$ cat config.mk
export PLATFORM = sky130hd
export DESIGN_NAME = aes_round_sequencer
export DESIGN_NICKNAME = d
export VERILOG_FILES = /design/src/rtl/aes_round_sequencer_pkg.sv /design/src/rtl/aes_round_sequencer_round_counter.sv /design/src/rtl/aes_round_sequencer.sv
export SDC_FILE = /design/constraint.sdc
export NUM_CORES = 1
export LEC_CHECK = 0
export CAP_MARGIN = 20
export CORE_MARGIN = 10
export CORE_UTILIZATION = 48
export DETAILED_ROUTE_END_ITERATION = 10
export PLACE_DENSITY = 0.71
export SYNTH_ARGS = -nofsm -noshare
export SYNTH_HDL_FRONTEND = slang
export SYNTH_HIERARCHICAL = 1
export SYNTH_SLANG_ARGS = --single-unit
$ cat constraint.sdc
create_clock -name clock -period 2.3 [get_ports clock]
set_input_delay 0.345 -clock clock [delete_from_list [all_inputs] [get_ports clock]]
set_output_delay 0.345 -clock clock [all_outputs]
set_load 0.01 [all_outputs]
$ cat src/rtl/aes_round_sequencer_pkg.sv
// Shared definitions for the AES round sequencer: FSM state encoding,
// key-size codes, round counts and the key-size to round-count mapping.
package aes_pkg;

    typedef enum logic [1:0] {
        IDLE  = 2'd0,
        INIT  = 2'd1,
        ROUND = 2'd2,
        DONE  = 2'd3
    } seq_state_e;

    typedef enum logic [1:0] {
        KS_128  = 2'b00,
        KS_192  = 2'b01,
        KS_256  = 2'b10,
        KS_RSVD = 2'b11
    } key_size_e;

    localparam logic [3:0] NR_128 = 4'd10;
    localparam logic [3:0] NR_192 = 4'd12;
    localparam logic [3:0] NR_256 = 4'd14;

    // Reserved code 11 falls back to AES-128.
    function automatic logic [3:0] key_size_to_nr(input logic [1:0] ks);
        logic [3:0] nr;
        case (ks)
            KS_192:  nr = NR_192;
            KS_256:  nr = NR_256;
            default: nr = NR_128;
        endcase
        return nr;
    endfunction

endpackage

$ cat src/rtl/aes_round_sequencer_round_counter.sv
// Round counter: clear / load / increment with async active-high reset.
// The next-state value is exported so the sequencer can register flags
// that depend on the upcoming round number.
module round_counter #(
    parameter int CW = 4
) (
    input  logic          clock,
    input  logic          reset,
    input  logic          clr_i,
    input  logic          load_i,
    input  logic [CW-1:0] load_val_i,
    input  logic          inc_i,
    output logic [CW-1:0] count_o,
    output logic [CW-1:0] count_next_o
);

    localparam logic [CW-1:0] ONE = {{(CW-1){1'b0}}, 1'b1};

    logic [CW-1:0] count_q;
    logic [CW-1:0] count_d;

    // Next count: clear wins over load, load wins over increment.
    always_comb begin
        count_d = count_q;
        if (clr_i) begin
            count_d = {CW{1'b0}};
        end else if (load_i) begin
            count_d = load_val_i;
        end else if (inc_i) begin
            count_d = count_q + ONE;
        end else begin
            count_d = count_q;
        end
    end

    // Count register.
    always_ff @(posedge clock or posedge reset) begin
        if (reset) begin
            count_q <= {CW{1'b0}};
        end else begin
            count_q <= count_d;
        end
    end

    assign count_o      = count_q;
    assign count_next_o = count_d;

endmodule

$ cat src/rtl/aes_round_sequencer.sv
// AES round sequencer: steps one block through initial AddRoundKey,
// rounds 1..Nr-1 and the final round, pulsing a go strobe per step and
// waiting for the datapath acknowledge. A per-step watchdog aborts a hung
// datapath. All outputs come straight from flops.
module aes_round_sequencer
    import aes_pkg::*;
#(
    parameter int CW         = 4,
    parameter int WAIT_LIMIT = 255,
    parameter int WW         = 8
) (
    input  logic          clock,
    input  logic          reset,
    input  logic          in_valid,
    output logic          in_ready,
    input  logic [1:0]    key_size,
    input  logic          abort,
    output logic          init_go,
    output logic          round_go,
    output logic          last_round,
    output logic [CW-1:0] round_idx,
    input  logic          dp_ack,
    output logic          out_valid,
    input  logic          out_ready,
    output logic          busy,
    output logic          err
);

    localparam logic [WW-1:0] WD_LAST = WW'(WAIT_LIMIT - 1);
    localparam logic [WW-1:0] WD_ONE  = {{(WW-1){1'b0}}, 1'b1};
    localparam logic [CW-1:0] IDX_ONE = {{(CW-1){1'b0}}, 1'b1};

    seq_state_e    state_q, state_d;
    logic [CW-1:0] nr_q, nr_d;
    logic [WW-1:0] wd_q, wd_d;
    logic          init_go_q, init_go_d;
    logic          round_go_q, round_go_d;
    logic          last_round_q, last_round_d;
    logic          out_valid_q, out_valid_d;
    logic          in_ready_q, in_ready_d;
    logic          busy_q, busy_d;
    logic          err_q, err_d;
    logic          cnt_clr_s, cnt_load_s, cnt_inc_s;
    logic [CW-1:0] idx_s, idx_next_s;

    round_counter #(.CW(CW)) u_round_counter (
        .clock        (clock),
        .reset        (reset),
        .clr_i        (cnt_clr_s),
        .load_i       (cnt_load_s),
        .load_val_i   (IDX_ONE),
        .inc_i        (cnt_inc_s),
        .count_o      (idx_s),
        .count_next_o (idx_next_s)
    );

    // Next-state, counter control, watchdog and next registered outputs.
    always_comb begin
        state_d    = state_q;
        nr_d       = nr_q;
        wd_d       = wd_q;
        init_go_d  = 1'b0;
        round_go_d = 1'b0;
        err_d      = 1'b0;
        cnt_clr_s  = 1'b0;
        cnt_load_s = 1'b0;
        cnt_inc_s  = 1'b0;
        case (state_q)
            IDLE: begin
                if (in_valid) begin
                    nr_d      = CW'(key_size_to_nr(key_size));
                    cnt_clr_s = 1'b1;
                    wd_d      = {WW{1'b0}};
                    init_go_d = 1'b1;
                    state_d   = INIT;
                end else begin
                    state_d = IDLE;
                end
            end
            INIT, ROUND: begin
                if (abort) begin
                    cnt_clr_s = 1'b1;
                    wd_d      = {WW{1'b0}};
                    state_d   = IDLE;
                end else if (dp_ack) begin
                    wd_d = {WW{1'b0}};
                    if (state_q == INIT) begin
                        cnt_load_s = 1'b1;
                        round_go_d = 1'b1;
                        state_d    = ROUND;
                    end else if (idx_s == nr_q) begin
                        state_d = DONE;
                    end else begin
                        cnt_inc_s  = 1'b1;
                        round_go_d = 1'b1;
                        state_d    = ROUND;
                    end
                end else if (wd_q == WD_LAST) begin
                    err_d     = 1'b1;
                    cnt_clr_s = 1'b1;
                    wd_d      = {WW{1'b0}};
                    state_d   = IDLE;
                end else begin
                    wd_d = wd_q + WD_ONE;
                end
            end
            DONE: begin
                if (abort || out_ready) begin
                    cnt_clr_s = 1'b1;
                    state_d   = IDLE;
                end else begin
                    state_d = DONE;
                end
            end
            default: begin
                cnt_clr_s = 1'b1;
                wd_d      = {WW{1'b0}};
                state_d   = IDLE;
            end
        endcase
        in_ready_d   = (state_d == IDLE);
        busy_d       = (state_d != IDLE);
        out_valid_d  = (state_d == DONE);
        last_round_d = (state_d == ROUND) && (idx_next_s == nr_d);
    end

    // State, latched round count, watchdog and output registers.
    always_ff @(posedge clock or posedge reset) begin
        if (reset) begin
            state_q      <= IDLE;
            nr_q         <= {CW{1'b0}};
            wd_q         <= {WW{1'b0}};
            init_go_q    <= 1'b0;
            round_go_q   <= 1'b0;
            last_round_q <= 1'b0;
            out_valid_q  <= 1'b0;
            in_ready_q   <= 1'b1;
            busy_q       <= 1'b0;
            err_q        <= 1'b0;
        end else begin
            state_q      <= state_d;
            nr_q         <= nr_d;
            wd_q         <= wd_d;
            init_go_q    <= init_go_d;
            round_go_q   <= round_go_d;
            last_round_q <= last_round_d;
            out_valid_q  <= out_valid_d;
            in_ready_q   <= in_ready_d;
            busy_q       <= busy_d;
            err_q        <= err_d;
        end
    end

    assign in_ready   = in_ready_q;
    assign init_go    = init_go_q;
    assign round_go   = round_go_q;
    assign last_round = last_round_q;
    assign round_idx  = idx_s;
    assign out_valid  = out_valid_q;
    assign busy       = busy_q;
    assign err        = err_q;

endmodule

**Yosys cells after proc, flatten, opt, wreduce, memory -nomap -nowiden**

Cells that the tools add are included.

- Register bits after elaboration: 25
- Latch bits: 0
- RAM bits: 0
- Memory bits (read-only): 0
- Input port bits: 8
- Output and inout bits: 11
- Logic and storage cells: 73
- Memories kept: 0

- Add/subtract/negate cells: 2
- Multiply operators: 0
- Divide/modulo/power cells: 0
- $lt $le $gt $ge: 0
- Eq/ne operators: 11
- Shift-type cells: 0
- Multiplexer cells: 41
- Bitwise gates (word level): 0
- Reductions and logical operators: 8

Operator list:

| cell | count |
|---|---|
| $mux W8 | 4 |
| $mux W1 | 24 |
| $mux W4 | 5 |
| $pmux W8 S2 | 1 |
| $eq A2 B2 Y1 const B | 5 |
| $add A8 B1 Y8 const B | 1 |
| $eq A4 B4 Y1 | 2 |
| $eq A8 B8 Y1 const B | 1 |
| $mux W2 | 4 |
| $pmux W2 S3 | 1 |
| $pmux W3 S2 | 1 |
| $add A4 B1 Y4 const B | 1 |
| $eq A2 B1 Y1 const B | 2 |
| $logic_not A2 Y1 | 2 |
| $reduce_bool A2 Y1 | 2 |
| $pmux W1 S3 | 1 |
| $ne A2 B2 Y1 const B | 1 |
| $reduce_and A2 Y1 | 1 |
| $reduce_or A2 Y1 | 1 |
| $logic_and A1 B1 Y1 | 1 |
| $logic_or A1 B1 Y1 | 1 |

**Depth between registers and ports, before layout**

- Depth after elaboration: 11
- Mapped depth: 13
- Depth with buffers taken out: 13

**By module**

Netlist, hierarchy kept.

By module, submodules not included:

| module | instances | cells each | area each (µm²) | seq. area each (µm²) |
|---|---|---|---|---|
| aes_round_sequencer | 1 | 116 | 1156.1 | 526.8 |
| round_counter | 1 | 23 | 229.0 | 100.1 |

**Least setup slack after synthesis**

OpenSTA, ideal clock, no wires.

- Path type: reg-to-reg
- From: register state_q[0]
- To: register last_round_q (netlist: last_round)
- Library setup time: 0.120 ns
- Data arrival time: 2.302 ns
- Data required time: 2.180 ns
- Setup slack: -0.121 ns
- Cell stages (with the launch flop): 13
- Buffers on the path: 0
- Period minus slack after synthesis: 2.421 ns
- Cell sequence: dfrtp_1 > inv_1 > ha_1 > and2b_2 > nand2_1 > nor3b_1 > nand4_1 > xnor2_1 > o21a_1 > xnor2_1 > a32oi_1 > nor3_1 > and3_1

- Longest elaborated chain between the ends: 10
- Elaborated cells between the ends (all ways): 26
- Classes of those cells: eq/ne (5); mux (18); reduce/logical (3)

Ends and longest elaborated chain:

| what | RTL line | RTL |
|---|---|---|
| start: declaration | aes_round_sequencer.sv:33 | `seq_state_e state_q, state_d;` |
| start signal: assignment | aes_round_sequencer.sv:141 | `state_q <= state_d;` |
| $eq A2 B1 Y1 | aes_round_sequencer.sv:68, aes_round_sequencer.sv:87 |  |
| $mux W1 | aes_round_sequencer.sv:87 | `if (state_q == INIT) begin` |
| $mux W1 | aes_round_sequencer.sv:85 | `end else if (dp_ack) begin` |
| $mux W1 | aes_round_sequencer.sv:81 | `if (abort) begin` |
| $mux W1 (*) | aes_round_sequencer.sv:68 | `case (state_q)` |
| net cnt_inc_s | aes_round_sequencer.sv:43 | `logic cnt_clr_s, cnt_load_s, cnt_inc_s;` |
| $mux W4 (*) | aes_round_sequencer_round_counter.sv:29 | `end else if (inc_i) begin` |
| $mux W4 (*) | aes_round_sequencer_round_counter.sv:27 | `end else if (load_i) begin` |
| $mux W4 (*) | aes_round_sequencer_round_counter.sv:25 | `if (clr_i) begin` |
| net idx_next_s[3] | aes_round_sequencer.sv:44 | `logic [CW-1:0] idx_s, idx_next_s;` |
| $eq A4 B4 Y1 (*) | aes_round_sequencer.sv:124 | `last_round_d = (state_d == ROUND) && (idx_next_s == nr_d);` |
| $logic_and A1 B1 Y1 (*) | aes_round_sequencer.sv:124 |  |
| net last_round_d | aes_round_sequencer.sv:38 | `logic last_round_q, last_round_d;` |
| end signal: assignment | aes_round_sequencer.sv:146 | `last_round_q <= last_round_d;` |
| end: declaration | aes_round_sequencer.sv:38 |  |

The timed path passes the listed nets; every way through them passes the cells marked *.
A chain may end at the register's enable or synchronous reset.

**Worst setup path after layout**

- From: register state_q[1]
- To: register last_round_q (netlist: last_round)

The elaborated chain is that of the path after synthesis.

==> results.yml <==
sta:
  finalSetupViolations: 1
  slew_violations: 0
  hold_viol_final: 0
  skew_ns: 0.00530
  fin_crit_ns: 2.34
  rsz0062_at_grt: "yes"
  max_freq_mhz: 427
  layout_setup_ws_ns: -0.0415
  min_period_over_period: 1.02
grt:
  grt_max_degree: 22
  grt_usage: 0.127
  grt_pass1_wl_um: 5510
  grt_overflow: 0
  grt_pass1_vias: 1191
  antenna_found_initial: 0
clocking:
  cts_root_buffer: "clkbuf_4"
  cts.sinks: 25
  clock_path_buffers: 2
  path_clk_slew_ns: 0.15
  htreeDepth: 1
  clk_latency_ns: 0.33
  cts_tree: "done"
  numCtsBuffers: 3
logic_synthesis:
  synthArstFlopShare: 1.00
  syn_area_um2: 1390
  yosysTopAreaCell: "dfrtp_1"
  yosys-top-cells-area: "dfrtp_1 43%, xnor2_1 7.0%, ha_1 6.3%"
  yosysMostFrequentCell: "dfrtp_1"
  ys_top_cells_by_count: "24 x dfrtp_1, 14 x nor2_1, 11 x inv_1, 11 x xnor2_1, 9 x nand2_1"
  synth-warning-count: 6
  synth_top_area_share: 0.434
  yosys.cell_types.count: 41
  synth_edf_count: 0
  syn_area_per_cell_um2: 9.96
  synthFlopType: "dfrtp_1"
  synth_cells: 139
  ys_seq_elements: 25
  ys_seq_area_frac: 0.453
placement:
  place_ws_ns: -0.263
  routabilityCongestion: 0.825
  portBuffers: 18
  dp.final_hpwl_um: 2480
floorplan:
  core_area_um2: 2760
  initial_utilization: 0.502
  io_pins: 19
  die_h_um: 73.7
  rows: 19
  dieArea_um2: 5430
  die_w_um: 73.7
worst_setup_path:
  worst-path-max-fanout: 4
  critPathRequiredTime_ns: 2.57
  startpoint_type: "register"
  critPathKind: "reg2reg"
  cp-startpoint: "state_q[1]"
  reg2reg_slack_ns: -0.04
  timing.rr.start: "state_q[1]"
  cpMaxStageDelayCell: "dfrtp_1"
  critPathMaxStageDelay_ns: 0.39
  worstSetupEndpointType: "register"
  path_cells: "inv_2 > ha_4 > and2b_2 > nand2_2 > nor3b_4 > mux2_4 > mux2i_1 > nor2_1 > xor2_1 > nor3_1 > and3_1"
  cp.arrival_ns: 2.61
route:
  route.detailed.drc: 0
  wl_met3_um: 167
  wl_met1_um: 1440
  dr_wl_met2_um: 1510
  antenna_left: 0
  first_pass_iters: 4
  drt-initial-drc-count: 30
  vias: 1086
  wl_um: 3160
  routed_via_density: 5.03
  routed.top_layer: "met4"
  wl_per_cell_um: 14.6
layout:
  drive_gt1_frac: 0.249
  diodes: 0
  area_growth_pct: 33.6
  num-nets-final: 201
  fin_util: 0.671
hold_path:
  holdCritPathClass: "in2async"
outcome:
  violations: "negative setup slack"
  status: "finished, violations left"
power_and_ir_drop:
  finalPower_w: 0.000930
  p_per_area_nw_per_um2: 503
  irDropWorstVdd_uv: 597
  p_leak_nw: 0.867
flow_run:
  cap_violations: 0
[kinds of logic after synthesis]
kind of cell               count (synthesis)  synth area share
AOI/OAI and AO/OA                         16            0.0786
xor gates and xnor gates                  17             0.107
adders and majority gates                  7            0.0632
buffers and inverters                     15            0.0434
DFF                                       25             0.453
muxes                                      4            0.0334
other                                      2           0.00542
and+or+nand+nor                           53             0.216
[layout make-up]
type	instances	area [µm²]
clock buffer	3	22.5
sequential	25	627
fill	225	907
tap	31	38.8
multi-input combinational	101	741
inverter	12	45.0
clock inverter	1	8.76
timing repair buffer	43	368
[path summary, 6_finish.rpt]
path | end | cells past startpoint
worst max-delay path | last_round | 11
worst min-delay path | u_round_counter/count_o[1] | 2
worst max register to register | last_round | 11
worst min register to register | wd_q[7] | 2
max in group asynchronous | in_ready | 3
min in group clock | wd_q[7] | 2
[what timing repair did]
action	CTS	global route
hold buffers	0	0
pin swaps	8	2
endpoints found under the setup margin	1	1
resized for setup	6	2
buffers inserted	3	3
cloned	0	0
[where the power goes]
part	total, W	switching [W]	internal, W	leakage [nW]
registers	0.000476	0.0000133	0.000463	0.329
logic	0.000242	0.000116	0.000125	0.519
clock network	0.000212	0.000141	0.0000709	0.0183
total	0.000930	0.000271	0.000659	0.867
[state kept, by name, indices dropped and copies added (netlist names), 2 cells and up]
register and flops:
u_round_counter/count_o 4, wd_q 8, state_q 2, nr_q 4
[placed cells by master, fill, tap and decap left out, types with 4 or more instances in the layout]
| cell type | netlist | final |
|---|---|---|
| inv_1 | 11 | 10 |
| nand4_1 | 4 | 4 |
| xnor2_1 | 11 | 11 |
| clkdlybuf4s50_1 | 0 | 18 |
| nand2_1 | 9 | 8 |
| conb_1 | 2 | 4 |
| and3_1 | 4 | 4 |
| xor2_1 | 6 | 6 |
| ha_1 | 7 | 6 |
| nor2_1 | 14 | 13 |
| buf_4 | 0 | 25 |
| a21oi_1 | 5 | 5 |
| dfrtp_1 | 24 | 24 |
[layer usage]
layer | global-route usage | vias up
met2 | 0.201 | 19
li1 | - | 548
met4 | 0.0290 | 0
met3 | 0.0444 | 6
met5 | 0 | -
met1 | 0.161 | 513
[worst max-delay path, delay by kind of cell (launching register included)]
kind | cells | cell delay [ns]
flops | 1 | 0.39
simple gates | 6 | 0.96
buf+inv | 1 | 0.06
xor+xnor | 1 | 0.16
mux | 2 | 0.46
fa+ha+maj | 1 | 0.26
[stage by stage]
stage                     instances  hold WS, ns  TNS [ns]  instance area, µm²
after global placement          206        0.529    -0.174                1740
after CTS                       213        0.226   -0.0662                1820
final                           216        0.228   -0.0415                1850
after floorplan                 141        0.111         0                1400
after detailed placement        206        0.541    -0.263                1740
after global routing            216        0.212    -0.183                1850
Power figures use the tool's default switching activity.
